### src/rtl/muldiv_pkg.sv
`default_nettype none
// +--------------------------------------------------------------------+
// | muldiv_pkg                                                         |
// | Shared opcodes, FSM encoding and constants for muldiv_sequencer.   |
// | Rev 1.0                                                            |
// +--------------------------------------------------------------------+
package muldiv_pkg;

  localparam int unsigned RV_XLEN = 32;

  // RV32M funct3 encodings
  localparam logic [2:0] OP_MUL    = 3'b000;
  localparam logic [2:0] OP_MULH   = 3'b001;
  localparam logic [2:0] OP_MULHSU = 3'b010;
  localparam logic [2:0] OP_MULHU  = 3'b011;
  localparam logic [2:0] OP_DIV    = 3'b100;
  localparam logic [2:0] OP_DIVU   = 3'b101;
  localparam logic [2:0] OP_REM    = 3'b110;
  localparam logic [2:0] OP_REMU   = 3'b111;

  localparam logic [RV_XLEN-1:0] INT_MIN  = 32'h8000_0000;
  localparam logic [RV_XLEN-1:0] ALL_ONES = 32'hFFFF_FFFF;

  typedef enum logic [2:0] {
    ST_IDLE = 3'd0,
    ST_PREP = 3'd1,
    ST_RUN  = 3'd2,
    ST_FIX  = 3'd3,
    ST_DONE = 3'd4
  } state_t;

endpackage
`default_nettype wire

### src/rtl/muldiv_addsub.sv
`default_nettype none
// +--------------------------------------------------------------------+
// | muldiv_addsub                                                      |
// | Unsigned W-bit adder/subtractor; carry=1 on subtract means a >= b. |
// | Rev 1.0                                                            |
// +--------------------------------------------------------------------+
module muldiv_addsub #(
  parameter int W = 33
) (
  input  logic [W-1:0] a,
  input  logic [W-1:0] b,
  input  logic         sub,
  output logic [W-1:0] sum,
  output logic         carry
);

  logic [W:0]   w_full;
  logic [W-1:0] w_b_op;

  assign w_b_op = sub ? ~b : b;
  assign w_full = {1'b0, a} + {1'b0, w_b_op} + {{W{1'b0}}, sub};
  assign sum    = w_full[W-1:0];
  assign carry  = w_full[W];

endmodule
`default_nettype wire

### src/rtl/muldiv_sequencer.sv
`default_nettype none
// +--------------------------------------------------------------------+
// | muldiv_sequencer                                                   |
// | Iterative RV32M multiply/divide unit, one add/sub step per cycle.  |
// | Rev 1.0                                                            |
// +--------------------------------------------------------------------+
module muldiv_sequencer
  import muldiv_pkg::*;
#(
  parameter int XLEN  = RV_XLEN,
  parameter int TAG_W = 5
) (
  input  logic             clk,
  input  logic             rst_n,
  input  logic             start,
  input  logic [2:0]       op,
  input  logic [XLEN-1:0]  rs1,
  input  logic [XLEN-1:0]  rs2,
  input  logic [TAG_W-1:0] tag_in,
  input  logic             flush,
  output logic             ready,
  output logic             busy,
  output logic             done,
  output logic [XLEN-1:0]  result,
  output logic [TAG_W-1:0] tag_out
);

  localparam int CNT_W = $clog2(XLEN);

  state_t             r_state;
  state_t             w_state_nxt;
  logic [2:0]         r_op;
  logic [XLEN-1:0]    r_a;
  logic [XLEN-1:0]    r_hi;
  logic [XLEN-1:0]    r_lo;
  logic               r_neg_a;
  logic               r_neg_b;
  logic [CNT_W-1:0]   r_cnt;
  logic [XLEN-1:0]    r_result;
  logic [TAG_W-1:0]   r_tag;
  logic [TAG_W-1:0]   r_tag_out;

  logic               w_is_div;
  logic               w_sgn_a_op;
  logic               w_sgn_b_op;
  logic               w_neg_a;
  logic               w_neg_b;
  logic               w_div0;
  logic               w_ovf;
  logic               w_special;
  logic [XLEN-1:0]    w_spec_res;
  logic [XLEN:0]      w_shift;
  logic [XLEN:0]      w_add_a;
  logic [XLEN:0]      w_add_b;
  logic [XLEN:0]      w_sum;
  logic               w_carry;
  logic [XLEN:0]      w_acc;
  logic [2*XLEN-1:0]  w_prod;
  logic [2*XLEN-1:0]  w_prod_fix;
  logic [XLEN-1:0]    w_quot_fix;
  logic [XLEN-1:0]    w_rem_fix;
  logic [XLEN-1:0]    w_fix_res;
  logic [XLEN-1:0]    w_fin_res;

  assign ready   = (r_state == ST_IDLE);
  assign busy    = ~ready;
  assign done    = (r_state == ST_DONE);
  assign result  = r_result;
  assign tag_out = r_tag_out;

  // In PREP, r_lo still holds raw rs1 and r_a raw rs2.
  assign w_is_div   = r_op[2];
  assign w_sgn_a_op = (r_op == OP_MULH) || (r_op == OP_MULHSU) ||
                      (r_op == OP_DIV)  || (r_op == OP_REM);
  assign w_sgn_b_op = (r_op == OP_MULH) || (r_op == OP_DIV) || (r_op == OP_REM);
  assign w_neg_a    = w_sgn_a_op & r_lo[XLEN-1];
  assign w_neg_b    = w_sgn_b_op & r_a[XLEN-1];
  assign w_div0     = w_is_div && (r_a == '0);
  assign w_ovf      = ((r_op == OP_DIV) || (r_op == OP_REM)) &&
                      (r_lo == XLEN'(INT_MIN)) && (r_a == XLEN'(ALL_ONES));
  assign w_special  = w_div0 | w_ovf;

  always_comb begin
    w_spec_res = '0;
    if (w_div0)
      w_spec_res = r_op[1] ? r_lo : XLEN'(ALL_ONES);
    else
      w_spec_res = r_op[1] ? '0 : XLEN'(INT_MIN);
  end

  // Shared datapath: accumulate for multiply, trial subtract for divide.
  assign w_shift = {r_hi, r_lo[XLEN-1]};
  assign w_add_a = w_is_div ? w_shift : {1'b0, r_hi};
  assign w_add_b = {1'b0, r_a};

  muldiv_addsub #(
    .W (XLEN + 1)
  ) u_addsub (
    .a     (w_add_a),
    .b     (w_add_b),
    .sub   (w_is_div),
    .sum   (w_sum),
    .carry (w_carry)
  );

  assign w_acc = r_lo[0] ? w_sum : {1'b0, r_hi};

  assign w_prod     = {r_hi, r_lo};
  assign w_prod_fix = (r_neg_a ^ r_neg_b) ? -w_prod : w_prod;
  assign w_quot_fix = (r_neg_a ^ r_neg_b) ? -r_lo : r_lo;
  assign w_rem_fix  = r_neg_a ? -r_hi : r_hi;

  always_comb begin
    w_fix_res = '0;
    case (r_op)
      OP_MUL:                      w_fix_res = w_prod_fix[XLEN-1:0];
      OP_MULH, OP_MULHSU, OP_MULHU: w_fix_res = w_prod_fix[2*XLEN-1:XLEN];
      OP_DIV, OP_DIVU:             w_fix_res = w_quot_fix;
      default:                     w_fix_res = w_rem_fix;
    endcase
  end

  assign w_fin_res = (r_state == ST_PREP) ? w_spec_res : w_fix_res;

  always_ff @(posedge clk or negedge rst_n) begin
    if (!rst_n)
      r_state <= ST_IDLE;
    else
      r_state <= w_state_nxt;
  end

  always_comb begin
    w_state_nxt = r_state;
    case (r_state)
      ST_IDLE: if (start && !flush) w_state_nxt = ST_PREP;
      ST_PREP: begin
        if (flush)          w_state_nxt = ST_IDLE;
        else if (w_special) w_state_nxt = ST_DONE;
        else                w_state_nxt = ST_RUN;
      end
      ST_RUN: begin
        if (flush)              w_state_nxt = ST_IDLE;
        else if (r_cnt == '0)   w_state_nxt = ST_FIX;
      end
      ST_FIX:  w_state_nxt = flush ? ST_IDLE : ST_DONE;
      ST_DONE: w_state_nxt = ST_IDLE;
      default: w_state_nxt = ST_IDLE;
    endcase
  end

  always_ff @(posedge clk or negedge rst_n) begin
    if (!rst_n) begin
      r_op      <= '0;
      r_a       <= '0;
      r_hi      <= '0;
      r_lo      <= '0;
      r_neg_a   <= 1'b0;
      r_neg_b   <= 1'b0;
      r_cnt     <= '0;
      r_result  <= '0;
      r_tag     <= '0;
      r_tag_out <= '0;
    end else begin
      case (r_state)
        ST_IDLE: begin
          if (start && !flush) begin
            r_op  <= op;
            r_lo  <= rs1;
            r_a   <= rs2;
            r_tag <= tag_in;
          end
        end
        ST_PREP: begin
          r_neg_a <= w_neg_a;
          r_neg_b <= w_neg_b;
          r_lo    <= w_neg_a ? -r_lo : r_lo;
          r_a     <= w_neg_b ? -r_a : r_a;
          r_hi    <= '0;
          r_cnt   <= CNT_W'(XLEN - 1);
        end
        ST_RUN: begin
          r_cnt <= r_cnt - CNT_W'(1);
          if (w_is_div) begin
            // A set carry means the shifted remainder covers the divisor.
            r_hi <= w_carry ? w_sum[XLEN-1:0] : w_shift[XLEN-1:0];
            r_lo <= {r_lo[XLEN-2:0], w_carry};
          end else begin
            r_hi <= w_acc[XLEN:1];
            r_lo <= {w_acc[0], r_lo[XLEN-1:1]};
          end
        end
        default: ;
      endcase
      if (w_state_nxt == ST_DONE) begin
        r_result  <= w_fin_res;
        r_tag_out <= r_tag;
      end
    end
  end

endmodule
`default_nettype wire

### config.mk
export PLATFORM = sky130hd
export DESIGN_NAME = muldiv_sequencer
export DESIGN_NICKNAME = d
export VERILOG_FILES = /design/src/rtl/muldiv_pkg.sv /design/src/rtl/muldiv_addsub.sv /design/src/rtl/muldiv_sequencer.sv
export SDC_FILE = /design/constraint.sdc
export NUM_CORES = 1
export LEC_CHECK = 0
export CAP_MARGIN = 30
export CORE_ASPECT_RATIO = 1.75
export CORE_MARGIN = 5
export CORE_UTILIZATION = 50
export CTS_CLUSTER_DIAMETER = 40
export DETAILED_ROUTE_END_ITERATION = 16
export PLACE_DENSITY = 0.7
export SKIP_LAST_GASP = 1
export SLEW_MARGIN = 0
export SYNTH_ARGS = -nofsm -noshare
export SYNTH_HDL_FRONTEND = slang
export SYNTH_HIERARCHICAL = 1
export SYNTH_SLANG_ARGS = --single-unit
export TNS_END_PERCENT = 30
### constraint.sdc
create_clock -name clk -period 10.5 [get_ports clk]
set_clock_uncertainty 0.05 [all_clocks]
set_input_delay 3.15 -clock clk [delete_from_list [all_inputs] [get_ports clk]]
set_output_delay 3.15 -clock clk [all_outputs]
set_load 0.02 [all_outputs]
==> flow_metrics.py <==
metrics = {
    "status": {
        "status": "complete, no violations",
    },
    "clocking": {
        "clock_insertion_delay_worst_skew_ns": 0.46,
        "cts_max_path_buffers": 2,
        "cts_setup_buffers": 0,
        "cts-hold-fix-buffers": 0,
        "h_tree_level_count": 4,
        "ctsResizeCount": 0,
        "clock_sink_count": 151,
        "clock_tree.root_cell": "sky130_fd_sc_hd__clkbuf_16",
        "cts_tree": "done",
        "tritoncts.num_buffers": 17,
        "clk_pin_slew_ns": 0.07,
    },
    "sta": {
        "timing.setup.tns_ns": 0,
        "min_period_ns": 5.17,
        "setup-violations-final": 0,
        "slew_viol_final": 0,
        "rsz0062_at_grt": "false",
        "fmax_mhz": 193,
        "fin_hold_ws_ns": 0.429,
        "max_slew_headroom_pct": 30.1,
        "hold_violations": 0,
        "worst_pin_slew_ns": 1.04,
        "post-route-period-util_pct": 49.2,
    },
    "pwr": {
        "p_sw_share_pct": 53.1,
        "powerDensity_mw_per_mm2": 305,
        "leakagePower_uw": 0.00653,
        "power_switching_uw": 2720,
        "clock_power_share_pct": 12.5,
        "internal_power_uw": 2390,
        "power.ir.vdd_worst_mv": 0.144,
        "combinationalPowerShare_pct": 62.8,
        "power.share.sequential_pct": 24.7,
    },
    "detailed_routing": {
        "drt_pass1_iterations": 6,
        "average_wire_length_per_cell_after_detail_routing_um": 25.1,
        "wirelength_routed_um": 58600,
        "drt-initial-drc-count": 1302,
        "route.detailed.vias_per_inst": 6.83,
        "drcViolationCount": 0,
        "drtAntennaViolNets": 0,
        "vias": 15951,
    },
    "synth": {
        "post_synth_inst_count": 1964,
        "average_cell_area_after_synthesis_sq_um": 7.61,
        "most_area_hungry_cell_type_in_the_yosys_netlist": "sky130_fd_sc_hd__dfrtp_1",
        "post_synth_instance_area_sq_mm": 0.0149,
        "synth.area.top_cells": "sky130_fd_sc_hd__dfrtp_1 25%, sky130_fd_sc_hd__mux2i_1 6.4%, sky130_fd_sc_hd__nand2_1 5.5%, sky130_fd_sc_hd__o21ai_0 5.5%, sky130_fd_sc_hd__a21oi_1 4.9%",
        "yosys_warnings": 6,
        "synth_sequential_area_ratio_pct": 25.3,
        "synthFlopType": "sky130_fd_sc_hd__dfrtp_1",
        "asyncSetResetFlopFracSynth_pct": 100,
        "synth_enable_flop_cells": 0,
        "synth.top_cell.area_share_pct": 25.3,
        "synth-seq-cells": 151,
        "postSynthNetCount": 2078,
        "ys_types": 86,
    },
    "finish": {
        "flow.area_growth_from_synthesis_pct": 12.0,
        "highest_count_cells_in_the_layout_ignoring_fill_and_taps": "219 x sky130_fd_sc_hd__nand2_1, 164 x sky130_fd_sc_hd__o21ai_0, 162 x sky130_fd_sc_hd__nor2_1",
        "leading_cell_type_in_the_layout_fill_and_taps_excluded": "sky130_fd_sc_hd__nand2_1",
        "layout-drive-gt1-share_pct": 7.79,
        "n_antenna_cell": 0,
        "nNetsFinal": 2053,
    },
    "floorplan": {
        "rows": 83,
        "die_width_um": 141,
        "design.portCount": 116,
        "die_area_sq_mm": 0.0336,
        "start_util_pct": 50.8,
        "core_area_sq_mm": 0.0294,
        "dieHeight_um": 239,
    },
    "placement": {
        "buffer_ports.inserted": 115,
        "globalplace.congestion": 0.986,
        "detailed_placement_hpwl_um": 42300,
    },
    "critical_path": {
        "critPathLaunchType": "flip-flop",
        "timing.critical_path.fanout_max": 9,
        "worst_ep_required_time_ns": 7.30,
        "timing.critical_path.arrival_ns": 1.97,
        "critPathCaptureType": "output port",
        "critPathKind": "flip-flop to output port",
    },
    "global_routing": {
        "antenna_found_initial": 0,
        "gr-total-overflow": 0,
        "grt_start_max_net_pins": 72,
        "gr-usage-all-layers_pct": 34.2,
        "vias_in_the_first_global_route": 15562,
        "grt_pass1_wl_um": 90300,
    },
    "job": {
        "maxCapViolCount": 0,
    },
    "worst_hold_path": {
        "min_path_type": "flip-flop to flip-flop",
    },
}
==> registers in the layout (all words and copies together) (netlist names) <==
| name | flops |
|---|---|
| r_a | 32 |
| r_cnt | 5 |
| r_hi | 32 |
| r_lo | 32 |
| r_neg_a | 1 |
| r_neg_b | 1 |
| r_op | 3 |
| r_state | 3 |
| r_tag | 5 |
| result | 32 |
| tag_out | 5 |
==> final cells by class <==
class,count,area (sq um)
fill,2816,12700
clock buffer,20,437
tap,382,478
timing repair buffer,147,1420
inverter,39,146
multi-input combinational,1583,10300
sequential,151,3780
clock inverter,12,144
==> power by group through the flow <==
stage | combinational, uW | sequential [uW] | clock, uW
after global routing | 3470 | 1290 | 664
final | 3210 | 1260 | 639
after global placement | 3080 | 1240 | 0
after CTS | 3140 | 1240 | 644
after floorplan | 2380 | 991 | 0
after detailed placement | 3130 | 1250 | 0
==> synth_stat cells (all sizes together), types with 12 or more instances <==
library cell / count
a211oi: 15
nand2: 219
a21oi: 145
ha: 37
o31ai: 19
nor4: 42
or3: 20
mux2i: 96
xnor2: 47
a32o: 29
a21o: 19
nand3: 42
dfrtp: 151
mux2: 38
or2: 12
o21ai: 174
clkbuf: 152
a31oi: 29
and3: 13
o211ai: 14
xor2: 64
nand4: 37
or4: 33
a221oi: 27
buf: 39
nor3: 72
o22ai: 22
inv: 39
nor2: 163
==> layer usage <==
layer	vias up	GRT usage, %	routed length [um]
met5	-	0	0
met3	270	5.90	3810
li1	7239	-	-
met1	7637	37.5	20400
met4	0	29.3	6070
met2	805	56.9	28300
==> through the flow <==
step	cells	instance area [sq um]	setup WS (ns)	utilization, %	total power [uW]
global placement	2299	16100	4.93	54.8	4320
detailed placement	2302	16100	4.89	54.9	4380
global route	2334	16700	5.02	56.9	5420
CTS	2334	16700	5.31	56.9	5030
finish	2334	16700	5.33	56.9	5110
floorplan	1964	14900	5.65	-	3370
==> cells by family after synthesis <==
logic type	Yosys count	share of synthesized area, %
mux	134	9.32
simple gates	697	23.0
buf+inv	230	6.11
fa+ha+maj	38	3.23
xor+xnor	111	6.51
flops	151	25.3
other cells	1	0.0251
compound gates	602	26.5
==> worst paths after layout <==
path / start / to / slack [ns] / depth (start not counted)
worst max-delay path: r_state[0]$_DFF_PN0_ / ready / 5.33 / 4
worst min-delay path: r_tag[0]$_DFFE_PN0P_ / tag_out[0]$_DFFE_PN0N_ / 0.43 / 2
worst max register to register: r_op[2]$_DFFE_PN0P_ / r_hi[16]$_DFFE_PN0N_ / 5.34 / 14
worst min register to register: r_tag[0]$_DFFE_PN0P_ / tag_out[0]$_DFFE_PN0N_ / 0.43 / 2
max in group asynchronous: rst_n / r_lo[0]$_DFFE_PN0P_ / 5.94 / 3
min in group asynchronous: rst_n / r_hi[17]$_DFFE_PN0N_ / 2.63 / 1
==> critical path, cell delays in order, from the launching register on <==
cell and delay (ns):
sky130_fd_sc_hd__dfrtp_1 0.48, sky130_fd_sc_hd__nor2_1 0.25, sky130_fd_sc_hd__nand2_1 0.12, sky130_fd_sc_hd__inv_1 0.06, sky130_fd_sc_hd__clkdlybuf4s50_1 0.59
Note: power is estimated with default switching activity, not from simulation.
